<file path="config.mk">
export PLATFORM = sky130hd
export DESIGN_NAME = enet_rgmii_rxframe
export DESIGN_NICKNAME = d
export VERILOG_FILES = /design/src/rtl/enet_rgmii_rxframe.sv
export SDC_FILE = /design/constraint.sdc
export NUM_CORES = 1
export LEC_CHECK = 0
export BUFFER_PORTS_ARGS = -buffer_cell sky130_fd_sc_hd__buf_4
export CORE_ASPECT_RATIO = 0.9
export CORE_MARGIN = 2
export CORE_UTILIZATION = 59
export CTS_CLUSTER_DIAMETER = 120
export DETAILED_ROUTE_END_ITERATION = 8
export PLACE_DENSITY = 0.83
export SYNTH_ARGS = -nofsm -noshare
export SYNTH_HDL_FRONTEND = slang
export SYNTH_SLANG_ARGS = --single-unit
</file>
<file path="constraint.sdc">
create_clock -name i_clk -period 6.75 [get_ports i_clk]
set_input_delay 1.35 -clock i_clk [delete_from_list [all_inputs] [get_ports i_clk]]
set_output_delay 1.35 -clock i_clk [all_outputs]
set_load 0.05 [all_outputs]
</file>
<file path="src/rtl/enet_rgmii_rxframe.sv">
// RGMII receive framer: reassembles DDR pin samples into bytes, strips preamble/SFD
// and emits a framed byte stream. Define ENET_RX_INBAND_STATUS_EN for in-band status decode.
module enet_rgmii_rxframe #(
  parameter int LGMAXLEN = 14,
  parameter int MAX_LEN  = 1522
) (
  input  logic                i_clk,
  input  logic                i_reset_n,
  input  logic [7:0]          i_rxd,
  input  logic [1:0]          i_rxctl,
  output logic                o_valid,
  output logic [7:0]          o_data,
  output logic                o_last,
  output logic                o_err,
  output logic [LGMAXLEN-1:0] o_len,
  output logic                o_link_up,
  output logic [1:0]          o_speed,
  output logic                o_full_duplex
);

  // Handshake: o_valid is a one-cycle strobe with no ready; o_last/o_err/o_len
  // are meaningful only while o_valid is high. The wire cannot be stalled.

  typedef enum logic [1:0] {
    S_IDLE     = 2'd0,
    S_PREAMBLE = 2'd1,
    S_DATA     = 2'd2,
    S_DROP     = 2'd3
  } state_t;

  localparam logic [7:0]          PRE_BYTE = 8'h55;
  localparam logic [7:0]          SFD_BYTE = 8'hD5;
  localparam logic [LGMAXLEN-1:0] CNT_MAX  = LGMAXLEN'(MAX_LEN);
  localparam logic [LGMAXLEN-1:0] CNT_ONE  = LGMAXLEN'(1);

  state_t r_state;
  state_t w_next;

  logic [7:0] r_byte;
  logic       r_dv;
  logic       r_er;

  logic [7:0]          r_hold;
  logic                r_held;
  logic [LGMAXLEN-1:0] r_cnt;
  logic                r_flag;

  logic                r_valid;
  logic [7:0]          r_data;
  logic                r_last;
  logic                r_err;
  logic [LGMAXLEN-1:0] r_len;

  logic [7:0]          w_hold;
  logic                w_held;
  logic [LGMAXLEN-1:0] w_cnt;
  logic                w_flag;
  logic                w_valid;
  logic [7:0]          w_data;
  logic                w_last;
  logic                w_err;
  logic [LGMAXLEN-1:0] w_len;

  // Stage 1 is deliberately not reset so the byte seen at reset release is still judged.
  always_ff @(posedge i_clk) begin
    r_byte <= {i_rxd[6], i_rxd[4], i_rxd[2], i_rxd[0],
               i_rxd[7], i_rxd[5], i_rxd[3], i_rxd[1]};
    r_dv   <= i_rxctl[1];
    r_er   <= i_rxctl[1] ^ i_rxctl[0];
  end

  always_ff @(posedge i_clk) begin
    if (!i_reset_n) begin
      r_state <= i_rxctl[1] ? S_DROP : S_IDLE;
      r_hold  <= 8'h00;
      r_held  <= 1'b0;
      r_cnt   <= '0;
      r_flag  <= 1'b0;
      r_valid <= 1'b0;
      r_data  <= 8'h00;
      r_last  <= 1'b0;
      r_err   <= 1'b0;
      r_len   <= '0;
    end else begin
      r_state <= w_next;
      r_hold  <= w_hold;
      r_held  <= w_held;
      r_cnt   <= w_cnt;
      r_flag  <= w_flag;
      r_valid <= w_valid;
      r_data  <= w_data;
      r_last  <= w_last;
      r_err   <= w_err;
      r_len   <= w_len;
    end
  end

  always_comb begin
    w_next  = r_state;
    w_hold  = r_hold;
    w_held  = r_held;
    w_cnt   = r_cnt;
    w_flag  = r_flag;
    w_valid = 1'b0;
    w_data  = r_data;
    w_last  = 1'b0;
    w_err   = 1'b0;
    w_len   = r_len;
    case (r_state)
      S_IDLE: begin
        // dv=0 with er=1 is false carrier / carrier extension and is ignored
        if (r_dv) begin
          if (r_byte == PRE_BYTE) begin
            w_next = S_PREAMBLE;
          end else if (r_byte == SFD_BYTE) begin
            w_next = S_DATA;
            w_held = 1'b0;
            w_cnt  = '0;
            w_flag = 1'b0;
          end else begin
            w_next = S_DROP;
          end
        end
      end
      S_PREAMBLE: begin
        if (!r_dv) begin
          w_next = S_IDLE;
        end else if (r_byte == SFD_BYTE) begin
          w_next = S_DATA;
          w_held = 1'b0;
          w_cnt  = '0;
          w_flag = 1'b0;
        end else if (r_byte != PRE_BYTE) begin
          w_next = S_DROP;
        end
      end
      S_DATA: begin
        if (r_dv) begin
          if (r_cnt == CNT_MAX) begin
            // Byte MAX_LEN+1: close the frame on the held byte as an error
            w_valid = 1'b1;
            w_data  = r_hold;
            w_last  = 1'b1;
            w_err   = 1'b1;
            w_len   = r_cnt;
            w_held  = 1'b0;
            w_next  = S_DROP;
          end else begin
            w_valid = r_held;
            if (r_held) begin
              w_data = r_hold;
            end
            w_hold = r_byte;
            w_held = 1'b1;
            w_cnt  = r_cnt + CNT_ONE;
            w_flag = r_flag | r_er;
          end
        end else begin
          if (r_held) begin
            w_valid = 1'b1;
            w_data  = r_hold;
            w_last  = 1'b1;
            w_err   = r_flag;
            w_len   = r_cnt;
          end
          w_held = 1'b0;
          w_next = S_IDLE;
        end
      end
      S_DROP: begin
        if (!r_dv) begin
          w_next = S_IDLE;
        end
      end
      default: w_next = S_IDLE;
    endcase
  end

  assign o_valid = r_valid;
  assign o_data  = r_data;
  assign o_last  = r_last;
  assign o_err   = r_err;
  assign o_len   = r_len;

`ifdef ENET_RX_INBAND_STATUS_EN
  logic       r_link_up;
  logic [1:0] r_speed;
  logic       r_full_duplex;

  // Status is only carried on clean inter-frame cycles; frames leave it untouched.
  always_ff @(posedge i_clk) begin
    if (!i_reset_n) begin
      r_link_up     <= 1'b0;
      r_speed       <= 2'b00;
      r_full_duplex <= 1'b0;
    end else if (!r_dv && !r_er) begin
      r_link_up     <= r_byte[0];
      r_speed       <= r_byte[2:1];
      r_full_duplex <= r_byte[3];
    end
  end

  assign o_link_up     = r_link_up;
  assign o_speed       = r_speed;
  assign o_full_duplex = r_full_duplex;
`else
  assign o_link_up     = 1'b0;
  assign o_speed       = 2'b00;
  assign o_full_duplex = 1'b0;
`endif

endmodule

</file>
After elaboration in Yosys (flattened, before gate mapping)
Cells that the tools add are included.
{"block": "totals", "out_inout_bits": 29, "in_bits": 12, "wordCells": 89, "regBits": 61}
{"block": "classes", "n_addsub": 1, "reduce_logical": 9, "eq_ne": 17, "mux": 46, "bitwise_logic": 3}
{"cell": "$mux 14", "n": 9}
{"cell": "$pmux 14 s3", "n": 1}
{"cell": "$mux 8", "n": 3}
{"cell": "$mux 1", "n": 20}
{"cell": "$mux 2", "n": 10}
{"cell": "$add 14x1->14 const B", "n": 1}
{"cell": "$eq 14x11->1 const B", "n": 1}
{"cell": "$ne 2x2->1 const B", "n": 5}
{"cell": "$eq 8x7->1 const B", "n": 1}
{"cell": "$eq 8x8->1 const B", "n": 1}
{"cell": "$ne 8x7->1 const B", "n": 1}
{"cell": "$pmux 2 s4", "n": 1}
{"cell": "$reduce_and 4->1", "n": 2}
{"cell": "$ne 3x3->1 const B", "n": 2}
{"cell": "$pmux 1 s3", "n": 2}
{"cell": "$reduce_and 3->1", "n": 2}
{"cell": "$reduce_and 6->1", "n": 1}
{"cell": "$ne 5x5->1 const B", "n": 1}
{"cell": "$eq 2x2->1 const B", "n": 2}
{"cell": "$ne 4x4->1 const B", "n": 1}
{"cell": "$reduce_bool 3->1", "n": 1}
{"cell": "$eq 2x1->1 const B", "n": 1}
{"cell": "$logic_not 2->1", "n": 1}
{"cell": "$ne 2x1->1 const B", "n": 1}
{"cell": "other kinds (5)", "n": 5}

Logic depth before layout (Yosys ltp)
Gate-level depths: netlist of the first run.
{"block": "logic_depth", "word_depth": 6, "mapped_depth": 9, "depth_no_buf": 7}

Worst setup path after synthesis of the first run
OpenSTA, ideal clock, no wires.
{"block": "synth_path", "kind": "input port to flip-flop", "start": "input i_reset_n", "end": "register r_cnt[4]", "setup_slack_ns": 4.165, "path_buffers": 1, "setup_time_ns": 0.074, "cell_stages": 6, "arrival_ns": 2.511, "required_time_ns": 6.676, "path_cell_list": "clkbuf_1 -> clkinv_1 -> nor2_1 -> and3_4 -> a41oi_1 -> a31oi_1"}
{"item": "start: declaration", "line": "8", "rtl": "input logic i_reset_n,"}
{"item": "end signal: assignment", "line": "88", "rtl": "r_cnt <= w_cnt;"}
{"item": "end: declaration", "line": "45", "rtl": "logic [LGMAXLEN-1:0] r_cnt;"}

==> impl_metrics.tcl, run 1 <==
set metrics [dict create \
    outcome "complete, no violations" \
    seq_area_frac_synth_pct 49.5 \
    cts_setup_buffers 0 \
    cp_max_fo 34 \
    grt_max_degree 35 \
    finClkSkew_ns 0.00671 \
    p_seq_share_pct 49.5 \
    setup_viol 0 \
    syn_inst 271 \
    grt_pass1_wl_um 7950 \
    layout_common_cells "dfxtp_1, nor2_1, buf_4, nand2_1, mux2i_1" \
    tightest_slew_ns 0.960 \
    layout_commonest_cell "dfxtp_1" \
    utilization_pct 72.4 \
    drc_errors 0 \
    wl_per_cell_um 13.6 \
    routed_wl_um 4840 \
    drive_above_1_share_pct 19.9 \
    internal_power_w 0.000593 \
    cp-start-kind "input pin" \
    period_share_pct 45.9 \
    hold_buffers 0 \
    initial_core_util_pct 61.6 \
    power.total_w 0.000772 \
    ys_top_cells_by_area "dfxtp_1, mux2i_1, nor2_1, nand2_1, a21oi_1" \
    area_growth_pct 17.6 \
    synth_top_area_cell "dfxtp_1" \
    synth_xor_area_share_pct 0.349 \
    cts_tree "yes" \
    antenna_found_initial 0 \
    synthSimpleGateAreaFrac_pct 20.3 \
    fp.dieArea_um2 4790 \
    worstPathRequired_ns 7.02 \
    core_area_um2 4070 \
    fin_setup_tns_ns 0 \
    p_switching_w 0.000179 \
    synth_adder_area_share_pct 0.998 \
    ys_ff_latch 61 \
    synth_top_family_by_area "simple AND/OR/NAND/NOR gates" \
    dpl.hpwl_um 3300 \
    nets 316 \
    rsz0062_at_grt "false" \
    postRouteAntennaNets 0 \
    ys_types 49 \
    cp-end-kind "flop" \
    setup_ws_ns 3.65 \
    htreeDepth 3 \
    preCtsSetupSlack_ns 3.33 \
    clkTransAtPathRegs_ns 0.06 \
    swShare_pct 23.2 \
    place.gp.congestion 0.893 \
    critPathArrivalTime_ns 3.37 \
    muxShareOfSynthArea_pct 8.78 \
    drt-pass1-iter-count 4 \
    cts_root_buf "clkbuf_8" \
    critPathKind "in2reg" \
    die_w_um 72.7 \
    grt.total_usage_pct 22.3 \
    vias_per_cell 5.71 \
    cts-buffers-inserted 9 \
    synth_top_area_share_pct 47.1 \
    clock-sinks 61 \
    ioPinCount 41 \
    ctsResizeCount 0 \
    clkPwrFrac_pct 43.1 \
    fp.dieH_um 65.9 \
    portBuffers 36 \
    avgSynthCellArea_um2 9.26 \
    fmax_ghz 0.323 \
    p_comb_share_pct 7.3 \
    fill_cells 317 \
    p_leak_nw 1.31 \
    hold_violations 0 \
    vias 2028 \
    drt_iter0_drc 134 \
    synth.cell_area_um2 2510 \
    synth-compound-area-share_pct 14.9 \
    pwr_density_cell_nw_per_um2 262 \
    ctsLongestPathBuffers 2 \
    ir_drop_mv 0.157 \
    period_needed_ns 3.10 \
    overflow 0 \
    yosysWarnings 0 \
    clkLatencyLatePin_ns 0.34 \
    antenna_cells 0 \
    first_global_vias 1792 \
    rows 22 \
    timing.final.max_slew_violations 0 \
    hp-class "reg2reg" \
    maxSlewHeadroom_pct 35.6 \
    drv_cap 0 \
]
[path summary, 6_finish.rpt]
kind | startpoint | to | slack, ns | cells past startpoint
worst min register to register | r_byte[5] | r_hold[5] | 0.44 | 2
worst min-delay path | r_byte[5] | r_hold[5] | 0.44 | 2
worst max register to register | r_cnt[0] | r_cnt[4] | 4.32 | 7
worst max-delay path | i_reset_n | r_cnt[4] | 3.65 | 6
[synthesized netlist by cell type (all sizes together)]
library cell  count
a31oi             7
a21oi            18
a32oi             1
nand3            10
nor3              3
o31ai             6
a21o              2
or3b              1
o21ai            18
o22ai             1
or3               2
dfxtp            59
inv               3
o22a              1
nand3b            1
edfxtp            2
a41oi             1
nor2b             3
clkinv            1
ha                2
nand4             3
nand2b            2
xor2              1
clkbuf            9
a22oi             1
or4b              2
a32o              1
nor4              2
nor2             36
and3              5
o311ai            1
nand4b            1
or4               1
nand2            30
conb              1
mux2i            22
o41ai             1
buf              10
[logic make-up (layout without fill, tap and decap cells)]
logic type                 Yosys count  in the layout
xor gates and xnor gates             1              1
muxes                               22             22
and+or+nand+nor                    102            102
adders and majority gates            2              2
DFF                                 61             61
AOI/OAI and AO/OA                   59             59
other                                1              4
buffers and inverters               23             56
[routing by layer]
layer  vias up  share of wire [%]  global-route usage (%)  wire (µm)
met5         -                  0                       0          0
met2        66                 44                    33.0       2130
li1       1014                  -                       -          -
met1       937                 47                    28.3       2290
met4         0                1.8                    9.49         85
met3        11                6.9                    9.76        334
[state kept, by name (all words and copies together) (netlist names), 2 cells and up]
name / flops
r_byte: 8
r_cnt: 14
r_hold: 8
o_data: 8
r_state: 2
o_len: 14
[worst max-delay path: stages]
cell      delay (ns)
buf_4           0.13
clkinv_1        0.73
nor2_1          0.60
and3_4          0.28
a41oi_1         0.11
a31oi_1         0.15
[cell type report]
class	count	area, µm²	share of cell area, %
clock inverters	3	42.5	1.44
clock buffers	13	169	5.73
flip-flops and latches	61	1240	42.1
multi-input cells	190	1150	39.1
inverters	4	15.0	0.509
repair buffers	36	270	9.16
well taps	48	60.1	2.04
[per-stage QoR]
step,instance area (µm²),cells,hold WS [ns]
3_5_place_dp,2740,339,0.443
5_1_grt,2950,355,0.476
6_report,2950,355,0.442
3_3_place_gp,2740,339,0.438
4_1_cts,2950,355,0.445
2_1_floorplan,2520,274,0.427
[power by group through the flow]
stage                     Sequential, W  Clock, W  Combinational, W
after detailed placement       0.000390         0         0.0000559
after global routing           0.000384  0.000353         0.0000624
after floorplan                0.000387         0         0.0000482
after CTS                      0.000382  0.000340         0.0000561
final                          0.000382  0.000333         0.0000565
after global placement         0.000390         0         0.0000550
Power figures use the tool's default switching activity.
==> run 2, diff against run 1 <==
--- a/config.mk
+++ b/config.mk
@@ -5,13 +5,14 @@
 export SDC_FILE = /design/constraint.sdc
 export NUM_CORES = 1
 export LEC_CHECK = 0
+export ABC_AREA = 1
 export BUFFER_PORTS_ARGS = -buffer_cell sky130_fd_sc_hd__buf_4
 export CORE_ASPECT_RATIO = 0.9
 export CORE_MARGIN = 2
-export CORE_UTILIZATION = 59
+export CORE_UTILIZATION = 51
 export CTS_CLUSTER_DIAMETER = 120
 export DETAILED_ROUTE_END_ITERATION = 8
-export PLACE_DENSITY = 0.83
+export PLACE_DENSITY = 0.75
 export SYNTH_ARGS = -nofsm -noshare
 export SYNTH_HDL_FRONTEND = slang
 export SYNTH_SLANG_ARGS = --single-unit
==> constraint.sdc (replaced) <==
create_clock -name i_clk -period 2.75 [get_ports i_clk]
set_input_delay 0.55 -clock i_clk [delete_from_list [all_inputs] [get_ports i_clk]]
set_output_delay 0.55 -clock i_clk [all_outputs]
set_load 0.05 [all_outputs]
==> run 2 against run 1 <==
Net effect: clock skew is 0.0012 ns higher; register-to-register slack worse by 3.5 ns; count of clock-buffer cells in the layout is 1 lower; largest power group unchanged; first-iteration DRC count is 31% higher; sequential power grew to 2.5 times the previous value; clock power grew to 2.7 times the previous value; critical endpoint is now r_cnt[10]; final cell count is 37% higher; area after synthesis is 14% higher; wire length is 23% higher; worst hold slack worse by 0.14 ns; worst setup slack worse by 2.8 ns.
==> impl_metrics.tcl, run 2 <==
set metrics [dict create \
    drive_above_1_share_pct 21.9 \
    hold_buffers 0 \
    syn_inst 383 \
    ioPinCount 41 \
    synth_top_area_cell "dfxtp_1" \
    first_global_vias 2086 \
    ctsResizeCount 0 \
    ff2ff_path_depth 10 \
    routed_wl_um 5970 \
    clkTransAtPathRegs_ns 0.07 \
    vias_per_cell 5.03 \
    postRouteAntennaNets 0 \
    htreeDepth 3 \
    fin_setup_tns_ns 0 \
    rrSetupSlack_ns 0.82 \
    maxSlewHeadroom_pct 63.5 \
    slowest_stage "edfxtp_1" \
    wl_per_cell_um 12.2 \
    r2r-end "r_cnt[10]" \
    pwr_density_cell_nw_per_um2 628 \
    dpl.hpwl_um 4230 \
    cp_top_family "simple AND/OR/NAND/NOR gates" \
    nets 430 \
    synth.cell_area_um2 2860 \
    clock-sinks 61 \
    whs_endpoint "r_byte[0]" \
    drt_iter0_drc 175 \
    path_buf_inv 3 \
    cp-end-kind "flop" \
    portBuffers 36 \
    ys_types 34 \
    tightest_slew_ns 0.547 \
    die_w_um 82.9 \
    preCtsSetupSlack_ns 0.844 \
    cts-buffers-inserted 9 \
    fp.dieArea_um2 6210 \
    cp_common_cell "nand2_1" \
    grt_pass1_wl_um 9760 \
    drc_errors 0 \
    antenna_found_initial 0 \
    core_area_um2 5320 \
    cts_tree "yes" \
    overflow 0 \
    yosysWarnings 0 \
    ctsLongestPathBuffers 2 \
    fp.dieH_um 75.0 \
    hold_violations 0 \
    timing.final.max_slew_violations 0 \
    place.gp.congestion 0.896 \
    hp-class "in2reg" \
    ys_top_cells_by_area "dfxtp_1, nand2_1, nand3_1, nor2_1, a21oi_1" \
    p_leak_nw 1.43 \
    critPathArrivalTime_ns 2.17 \
    avgSynthCellArea_um2 7.45 \
    worstHoldStart "i_rxd[1]" \
    period_needed_ns 1.93 \
    fmax_ghz 0.518 \
    outcome "complete, no violations" \
    ys_top_cells_by_count "nand2_1, dfxtp_1, nor2_1" \
    rows 25 \
    cts_setup_buffers 0 \
    setup_viol 0 \
    cts_root_buf "clkbuf_8" \
    layout_commonest_cell "nand2_1" \
    antenna_cells 0 \
    synth_top_area_share_pct 41.4 \
    critPathLaunch "r_state[0]" \
    grt_max_degree 28 \
    synth_ff_type "dfxtp_1" \
    ir_drop_mv 0.365 \
    cp_slowest_stage_delay_ns 0.42 \
    clkLatencyLatePin_ns 0.34 \
    setup_ws_ns 0.820 \
    worstPathRequired_ns 2.99 \
    cp-start-kind "flop" \
    async_flop_share_pct 0 \
    layout_common_cells "nand2_1, dfxtp_1, nor2_1, nand3_1, inv_1" \
    cp_max_fo 26 \
    vias 2457 \
    crit_chain "inv_1 > nand2_1 > inv_4 > nand2_2 > nand2_4 > nand2_4 > nand2_1 > nand2_1 > nand2_1 > inv_1" \
    drv_cap 0 \
    grt.total_usage_pct 20.0 \
    area_growth_pct 16.2 \
    utilization_pct 62.4 \
    timing.hold.ws_ns 0.305 \
    finClkSkew_ns 0.00789 \
    r2r_start "r_state[0]" \
    initial_core_util_pct 53.7 \
    yosysMostFrequentCell "nand2_1" \
    synth-edff-count 2 \
    drt-pass1-iter-count 5 \
    rsz0062_at_grt "false" \
    seq_area_frac_synth_pct 43.5 \
    min_path_cells 1 \
    period_share_pct 70.2 \
    ys_ff_latch 61 \
    critPathKind "reg2reg" \
]
## run 2: layout make-up
| type | count | area, µm² |
|---|---|---|
| clock inverter | 4 | 51.3 |
| clock buffer | 12 | 176 |
| fill | 489 | 2000 |
| sequential | 61 | 1240 |
| multi-input combinational | 262 | 1310 |
| inverter | 44 | 169 |
| timing repair buffer | 38 | 285 |
| tap | 67 | 83.8 |
## run 2: kinds of logic after synthesis
family | share of synthesized area [%]
simple gates | 33.4
buf+inv | 11.0
flops | 43.5
compound gates | 10.8
fa+ha+maj | 0.876
xor+xnor | 0.307
other cells | 0.131
## run 2: where the power goes
group	switching (W)	total [W]	internal, W
combinational	0.000179	0.000245	0.0000667
sequential	0.0000289	0.000956	0.000927
clock	0.000360	0.000884	0.000524
## run 2: worst max-delay path by stage
stage           endpoint  cells after the start
5_1_grt        r_cnt[10]                     10
4_1_cts        r_cnt[10]                     10
6_report       r_cnt[10]                     10
3_5_place_dp   r_cnt[11]                     10
3_3_place_gp   r_cnt[10]                     10
2_1_floorplan   r_cnt[3]                     11
## run 2: through the flow
stage               area (µm²)  std cells  power (W)
floorplan                 2870        386    0.00118
global placement          3090        472    0.00121
detailed placement        3090        472    0.00122
CTS                       3320        488    0.00210
global route              3320        488    0.00218
finish                    3320        488    0.00209
## run 2: per-layer routing
metal	vias up	track usage [%]	part of all wire, %	routed length, µm
met5	-	0	0	0
met4	0	6.56	0.92	55
met2	78	28.9	41	2430
li1	1279	-	-	-
met3	6	6.80	8.4	499
met1	1094	28.4	50	2990
